### src/rtl/priority_encoder.sv
// Registered MSB-first priority encoder: binary index, valid flag and one-hot form
// of the highest set request bit, loaded when en is high.
module priority_encoder #(
    parameter int unsigned WIDTH = 16,
    parameter int unsigned YW    = $clog2(WIDTH)
) (
    input  logic             clk,
    input  logic             rst_n,
    input  logic             en,
    input  logic [WIDTH-1:0] d,
    output logic [YW-1:0]    y,
    output logic             valid,
    output logic [WIDTH-1:0] y_onehot
);

    logic [YW-1:0]    idx;
    logic             hit;
    logic [WIDTH-1:0] onehot;

    // Ascending scan: the last set bit seen is the highest index.
    always_comb begin
        idx = '0;
        hit = 1'b0;
        for (int unsigned i = 0; i < WIDTH; i++) begin
            if (d[i]) begin
                idx = YW'(i);
                hit = 1'b1;
            end
        end
    end

    always_comb begin
        onehot = '0;
        if (hit) begin
            onehot = WIDTH'(1) << idx;
        end
    end

    always_ff @(posedge clk or negedge rst_n) begin
        if (!rst_n) begin
            y        <= '0;
            valid    <= 1'b0;
            y_onehot <= '0;
        end else if (en) begin
            y        <= idx;
            valid    <= hit;
            y_onehot <= onehot;
        end
    end

endmodule

### config.mk
export PLATFORM = sky130hd
export DESIGN_NAME = priority_encoder
export DESIGN_NICKNAME = d
export VERILOG_FILES = /design/src/rtl/priority_encoder.sv
export SDC_FILE = /design/constraint.sdc
export NUM_CORES = 1
export LEC_CHECK = 0
export BUFFER_PORTS_ARGS = -buffer_cell sky130_fd_sc_hd__buf_2
export CAP_MARGIN = 20
export CORE_UTILIZATION = 51
export CTS_CLUSTER_SIZE = 20
export DETAILED_ROUTE_END_ITERATION = 7
export HOLD_SLACK_MARGIN = 0.05
export PLACE_DENSITY = 0.8
export SLEW_MARGIN = 15
export SYNTH_ARGS = -nofsm -noshare
export SYNTH_HDL_FRONTEND = slang
export SYNTH_SLANG_ARGS = --single-unit
### constraint.sdc
create_clock -name clk -period 1.65 [get_ports clk]
set_clock_uncertainty 0.15 [all_clocks]
set_input_delay 0.2475 -clock clk [delete_from_list [all_inputs] [get_ports clk]]
set_output_delay 0.2475 -clock clk [all_outputs]
set_load 0.02 [all_outputs]
* Word level (Yosys, flattened, before mapping)
Index checks and enable logic that the tools add are counted.
Storage, ports and cells: register bits after elaboration 21, input port bits 19, output and inout bits 21, word-level logic and storage cells 36
Operators by class: shift-type cells 1, mux-type cells 32
Operators with widths (count):
- $mux 4 | 14
- $mux 1 | 17
- $mux 16 | 1
- $shl 1x4->16 const A | 1

* Logic depth before layout (Yosys ltp)
Gate-level depths: netlist of the first run.
depth in word-level cells 17, mapped depth 5, mapped depth without buffers 5

* Worst setup path before layout of the first run
OpenSTA, ideal clock, no wires.
path type input to register, start input port d[2], end register y_onehot[3], setup time 0.084 ns, arrival time 1.333 ns, data required time 1.416 ns, path slack 0.083 ns, stages on the path 5, buffers on the path 0, path through nand2b_1 > a221oi_2 > o41ai_1 > or4b_4 > o22ai_2
On the way: word-level cells in the longest chain between the ends 16, elaborated cells on any way between the ends 30, those cells by class shift: 1; mux: 29
Ends and longest elaborated chain:
- start: declaration | RTL line 10 | input logic [WIDTH-1:0] d,
- $mux 4 (14 in series) | RTL line 25 | if (d[i]) begin
- $shl 1x4->16 | RTL line 35 | onehot = WIDTH'(1) << idx;
- $mux 16 (*) | RTL line 34 | if (hit) begin
- end signal: assignment | RTL line 47 | y_onehot <= onehot;
- end: declaration | RTL line 13 | output logic [WIDTH-1:0] y_onehot
Every way passes the cells marked *; elsewhere a longest branch is shown, timed or not. A chain may end at the register's enable or synchronous reset.

* Worst setup path after layout of the first run
start input port d[2], end register y_onehot[13]
The elaborated chain is that of the path after synthesis.

==> results of run 1 <==
-- Yosys cell counts, types with 2 or more instances --
library cell  count
or4_1             2
nor2_1           15
nand3b_1          3
nor4_1            4
o22ai_2           3
a21oi_1           4
o22ai_1          11
nor3_1            2
o21ai_0           2
inv_1            16
clkbuf_1          3
dfrtp_1          21
nand2_1           6
-- critical path: stages --
cell and delay [ps]:
buf_2 100, nand2b_1 140, a221oi_2 260, o22ai_1 160, or4_4 470, o22ai_1 150
-- metal layers --
metal  GRT usage  wire length [um]  up-vias
met2       0.511              1380       46
met3      0.0577               161        8
li1            -                 -      509
met1       0.328              1060      466
met5           0                 0        -
met4      0.0971                48        0
-- what timing repair did --
item	4_1_cts	5_1_grt
setup buffers	0	0
hold buffers	1	0
endpoints found under the hold margin	21	0
-- cell type report --
cell class | count | area share
sequential | 21 | 0.375
tap | 25 | 0.0223
clock inverter | 1 | 0.00357
inverter | 16 | 0.0429
clock buffer | 3 | 0.0161
multi-input combinational | 68 | 0.307
timing repair buffer | 56 | 0.232
-- per-stage QoR --
| stage | setup TNS [ps] | hold slack [ps] | power [mW] |
|---|---|---|---|
| final | 0 | 149 | 0.962 |
| after global routing | 0 | 166 | 1.00 |
| after CTS | 0 | 153 | 0.961 |
| after detailed placement | -1260 | 65.0 | 0.715 |
| after global placement | -719 | 63.2 | 0.709 |
| after floorplan | 0 | -198 | 0.619 |
-- final timing paths --
check | startpoint | endpoint | cells after the start
setup / recovery | d[2] | y_onehot[13] | 6
hold / removal | d[13] | y_onehot[12] | 3
setup reg to reg | y_onehot[15] | y_onehot[15] | 1
hold reg to reg | y_onehot[5] | y_onehot[5] | 2
max in group asynchronous | rst_n | y_onehot[15] | 2
min in group asynchronous | rst_n | y_onehot[11] | 2
-- kinds of logic (layout without fill, tap and decap cells) --
logic type / after synthesis / after routing / share of synthesized area
flip-flops: 21 / 21 / 0.512
buffers and inverters: 19 / 76 / 0.0694
AND/OR/NAND/NOR: 40 / 40 / 0.212
AO/OA/AOI/OAI: 27 / 27 / 0.196
multiplexers: 1 / 1 / 0.0110
-- registers in the layout, indices dropped and copies added (netlist names) --
name and count:
y 4, y_onehot 16, valid 1
-- power by group through the flow --
stage	logic [mW]	clock network [mW]	registers (mW)
6_report	0.175	0.253	0.534
2_1_floorplan	0.0590	0	0.560
4_1_cts	0.174	0.253	0.534
5_1_grt	0.192	0.273	0.535
3_3_place_gp	0.167	0	0.543
3_5_place_dp	0.172	0	0.544
==> summary.txt, run 1 <==
Final layout
  – Share of layout cells above drive strength 1: 0.412
  – Commonest non-fill, non-tap cells in the layout: buf_2 (39), dfrtp_1 (21), inv_1 (16), buf_4 (16), nor2_1 (15)
  – Layout net count: 185
  – Non-Filler Instances: 190
  – Commonest non-fill, non-tap cell in the layout: buf_2
  – Area grow syn2layout: 36.3%
  – # diodes: 0
  – Register area: roughly 530 um2
  – Final Util: 0.777
  – Area occupied by multi-input gates: between 400 and 500 um2
  – Filler Cells Inserted: 144
  – Fin area: 1400 um2

Placed design
  – Worst slack, placed: -139 ps
  – Dpl cells: 185
  – DP Wirelength: 2040 um
  – Post-DP Area: approximately 1400 um2
  – RePlAce Congestion: around 0.86
  – I/O Buffers: 39

Global routing
  – GR Util All Layers: 0.282
  – First-pass GRT wire length: between 4000 and 5000 um
  – Number of global-route vias before repair: 987
  – Largest net degree at the start of global routing: 22
  – Total grt overflow: 0
  – Antenna violations before repair: 0

STA
  – Fmax achieved: 687 MHz
  – RSZ-0062 raised after global routing: false
  – Final period util: 0.882
  – Final WS setup: 194 ps
  – Final Hold Fails: 0
  – Tmin final: 1460 ps
  – Slew Limit Fails: 0
  – Max_slew headroom: 0.688
  – Final setup viols: 0
  – Slew of the pin with the lowest slew margin: about 460 ps

Synthesis
  – Yosys top cell area share: 0.512
  – Mapped Nets: 127
  – Ranking of synthesized cells by area: dfrtp_1 (51%), o22ai_1 (6.7%), inv_1 (5.8%)
  – Synthesis Warnings: 0
  – Seq cells post-synth: 21
  – Primary FF master, synth: dfrtp_1
  – Mapped Area: 1030 um2
  – Seq/Total Area, Yosys: 0.512
  – Leading area contributor after synthesis: dfrtp_1
  – EDFF count, synth: 0
  – Synth unique cells: 29
  – FFs w/ async S/R, synth: 1.00
  – Mean post-synth cell area: 9.51 um2
  – Mapped Cells: 108

Status
  – Run status: finished, final reports clean

Critical path
  – Setup CP Type: in2reg
  – Worst R2R Setup Slack: 740 ps
  – CP Capture Type: flip-flop
  – Worst path required time: 1740 ps
  – CP max FO: 4
  – CP Launch Type: input port
  – CP arrival: 1540 ps

Drt
  – Routed WL: roughly 2700 um
  – Drt pass-1 iters: 4
  – WL/cell: 14.0 um
  – Post-DR vias/cell: around 5.4
  – DRC violation count after routing: 0
  – Vias: 1029
  – Initial DRC Count: 45
  – Antenna viol nets, final: 0

Die
  – Die ar.: about 2200 um2
  – Die height: 46.9 um
  – Initial core utilization: 0.570
  – Num ports: 40
  – Die X-Extent: 46.9 um
  – Rows: 15
  – Core Box Area: 1800 um2

Pwr
  – Int Power: 0.693 mW
  – NetSw: 0.269 mW
  – Max VDD drop: 0.000508 V
  – PD cells: 687 nW/um2
  – Clock share of power: 0.263
  – Sequential share of power: 0.555
  – Sw Share: 0.279
  – Gate power share: 0.182
  – Leak pwr: 0.656 nW

CTS
  – CTS root buf: clkbuf_4
  – CTS sink count: 21
  – Clk buf depth: 2
  – CTS Buf Count: 3
  – CTS tree: built
  – Htree depth: 1
  – Clock transition at the registers of the reported paths: roughly 120 ps
  – Post-cts sizing count: 0
  – Worst-Skew Late Latency: 310 ps

Job
  – Maximum capacitance violations: 0

Hold path
  – Class of the worst hold path: in2reg
Power figures use the tool's default switching activity.
==> run 2, diff against run 1 <==
--- a/config.mk
+++ b/config.mk
@@ -7,11 +7,11 @@
 export LEC_CHECK = 0
 export BUFFER_PORTS_ARGS = -buffer_cell sky130_fd_sc_hd__buf_2
 export CAP_MARGIN = 20
-export CORE_UTILIZATION = 51
+export CORE_UTILIZATION = 47
 export CTS_CLUSTER_SIZE = 20
 export DETAILED_ROUTE_END_ITERATION = 7
 export HOLD_SLACK_MARGIN = 0.05
-export PLACE_DENSITY = 0.8
+export PLACE_DENSITY = 0.74
 export SLEW_MARGIN = 15
 export SYNTH_ARGS = -nofsm -noshare
 export SYNTH_HDL_FRONTEND = slang
==> constraint.sdc (replaced) <==
create_clock -name clk -period 1.6 [get_ports clk]
set_clock_uncertainty 0.15 [all_clocks]
set_input_delay 0.24 -clock clk [delete_from_list [all_inputs] [get_ports clk]]
set_output_delay 0.24 -clock clk [all_outputs]
set_load 0.02 [all_outputs]
==> run 2 against run 1 <==
Compared with the run above:
- the flow now finishes with violations (negative setup slack)
- largest cell class unchanged
- clock-buffer cell count unchanged
- combinational power increased by 5%
- highest routed layer unchanged
- sequential cell count unchanged
- sequential share of layout area fell by 0.46 points
- critical endpoint is now y_onehot[0]
- global-route usage is 3.8 points lower
- worst hold slack worse by 71 ps
==> summary.txt, run 2 (synthesized netlist as in run 1, its figures left out) <==
Pwr
  – Leak pwr: 0.666 nW (+1.5%)
  – NetSw: 0.271 mW (+0.69%)
  – Total Power: 0.988 mW (+2.7%)
  – Sequential share of power: 0.556 (about the same)
  – Max VDD drop: 0.000547 V (+7.6%)
  – Int Power: 0.717 mW (+3.5%)
  – Sw Share: 0.274 (-0.00551)
  – Gate power share: 0.185 (+0.003)
  – PD cells: 697 nW/um2 (+1.5%)
  – Clock share of power: 0.259 (-0.004)

Final layout
  – Commonest non-fill, non-tap cell in the layout: buf_2
  – Commonest non-fill, non-tap cells in the layout: buf_2 (39), dfrtp_1 (21), buf_4 (18)
  – Layout net count: 187 (+1.1%)
  – Share of layout cells above drive strength 1: 0.419 (+0.00704)
  – Biggest regs: y_onehot: 16 flops, y: 4 flops, valid: 1 flops
  – Max FFs per register: 16 (unchanged)
  – # diodes: 0 (unchanged)
  – Area grow syn2layout: 38.0%
  – Most flop-heavy register: y_onehot

CTS
  – CTS tree: built
  – Post-cts sizing count: 0 (unchanged)
  – CTS sink count: 21 (unchanged)
  – Hold buffers post-CTS: 1 (unchanged)
  – Clock transition at the registers of the reported paths: 120 ps (about the same)
  – Htree depth: 1 (unchanged)
  – Clk buf depth: 2 (unchanged)
  – CTS root buf: clkbuf_4
  – CTS Buf Count: 3 (unchanged)
  – Post-CTS Setup Bufs: 0 (unchanged)
  – Worst-Skew Late Latency: 300 ps (about the same)

STA
  – Slew of the pin with the lowest slew margin: 548 ps (+85.2 ps)
  – Fmax achieved: 619 MHz
  – Slew Limit Fails: 0 (unchanged)
  – Final WS setup: -14.4 ps (-208 ps)
  – Final Hold Fails: 0 (unchanged)
  – Final setup viols: 2 (+2)
  – Max_slew headroom: 0.631 (-0.0561)
  – RSZ-0062 raised after global routing: false
  – Final period util: 1.01
  – Tmin final: about 1600 ps

Drt
  – Post-DR vias/cell: 5.18 (-4.4%)
  – Vias: 1004 (-2.4%)
  – WL/cell: 12.9 um (-7.6%)
  – Initial DRC Count: 33 (-27%)
  – Antenna viol nets, final: 0 (unchanged)
  – DRC violation count after routing: 0 (unchanged)
  – Routed WL: 2500 um (-5.7%)
  – Drt pass-1 iters: 4 (unchanged)

Critical path
  – Worst R2R Setup Slack: 700 ps (-40 ps)
  – Setup CP Type: in2reg
  – CP arrival: 1690 ps (+150 ps)
  – Reg2Reg Depth: 1 (unchanged)
  – Critical path, cell by cell: buf_2 > buf_4 > nor4_1 > and2_1 > nand4_1 > o22ai_1
  – CP Launch Type: input port
  – Critical R2R Launch: y_onehot[15]
  – CP Capture Type: flip-flop
  – CP max FO: 4 (unchanged)
  – RR Endpoint: y_onehot[15]
  – Max incr delay on CP: 520 ps (+50 ps)
  – Worst path required time: 1670 ps (-70 ps)
  – Slowest CP cell: nor4_1

Status
  – Run status: finished, violations left
  – Failing checks: negative setup slack

Die
  – Initial core utilization: 0.513 (-0.0570)
  – Rows: 16 (+1)
  – Die height: 48.8 um (+4.0%)
  – Core Box Area: 2000 um2 (+11%)
  – Num ports: 40 (unchanged)
  – Die X-Extent: 48.8 um (+4.0%)
  – Die ar.: 2380 um2 (+8.1%)

Global routing
  – First-pass GRT wire length: 4410 um (+3.9%)
  – Largest net degree at the start of global routing: 22 (unchanged)
  – Number of global-route vias before repair: 1012 (+2.5%)
  – GR Util All Layers: 0.243 (-0.0384)
  – Antenna violations before repair: 0 (unchanged)
  – Total grt overflow: 0 (unchanged)

Placed design
  – I/O Buffers: 39 (unchanged)
  – DP Wirelength: 1910 um (-6.4%)
  – RePlAce Congestion: 0.810 (-5.4%)
  – Worst slack, placed: -264 ps (-126 ps)

Hold path
  – Class of the worst hold path: in2reg
  – Worst hold endpoint: y[1]
  – Hold Path Stages: 2 (-1)
  – Hold Path Origin: en

Job
  – Maximum capacitance violations: 0 (unchanged)
==> run 2: cell types whose count changed in the layout (fill, tap and decap cells not counted), sizes merged <==
cell  before  now
buf       55   57
==> run 2: worst max path at each step <==
stage	from	to	slack, ps	depth (start not counted)
finish	d[12]	y_onehot[0]	-10	6
global route	d[13]	y_onehot[0]	0.1	6
CTS	d[12]	y_onehot[0]	20	6
detailed placement	d[12]	y_onehot[0]	-260	6
global placement	d[12]	y_onehot[2]	-210	6
floorplan	d[2]	y_onehot[3]	40	5
==> run 2: critical path, delay by kind of cell <==
family                 cells  cell delay (ps)
and+or+nand+nor            3              980
buffers and inverters      2              250
AOI/OAI and AO/OA          1              220
==> run 2: cell type report <==
| type | count | area, um2 |
|---|---|---|
| inverter | 16 | 60.1 |
| clock inverter | 1 | 5.00 |
| sequential | 21 | 526 |
| tap | 27 | 33.8 |
| fill | 171 | 584 |
| multi-input combinational | 68 | 430 |
| timing repair buffer | 58 | 340 |
| clock buffer | 3 | 22.5 |
==> run 2: stage by stage <==
| stage | hold WS (ps) | utilization | cell area, um2 | instances | setup TNS [ps] |
|---|---|---|---|---|---|
| after global routing | 78.0 | 0.708 | 1420 | 194 | 0 |
| after CTS | 79.4 | 0.708 | 1420 | 194 | 0 |
| final | 78.5 | 0.708 | 1420 | 194 | -25.9 |
| after floorplan | -206 | - | 1030 | 108 | 0 |
| after global placement | 57.2 | 0.689 | 1380 | 189 | -2000 |
| after detailed placement | 62.4 | 0.689 | 1380 | 189 | -2770 |
==> run 2: per-layer routing <==
metal | part of all wire | up-vias | track usage | routed length, um
met3 | 0.046 | 6 | 0.0597 | 115
met2 | 0.48 | 34 | 0.433 | 1210
met1 | 0.46 | 459 | 0.293 | 1140
li1 | - | 505 | - | -
met4 | 0.014 | 0 | 0.0588 | 36
met5 | 0 | - | 0 | 0
==> run 2: power groups by stage <==
stage	sequential [mW]	clock, mW	combinational [mW]
after global routing	0.551	0.291	0.201
after detailed placement	0.560	0	0.179
after global placement	0.560	0	0.176
after CTS	0.550	0.260	0.182
after floorplan	0.577	0	0.0609
final	0.550	0.256	0.183
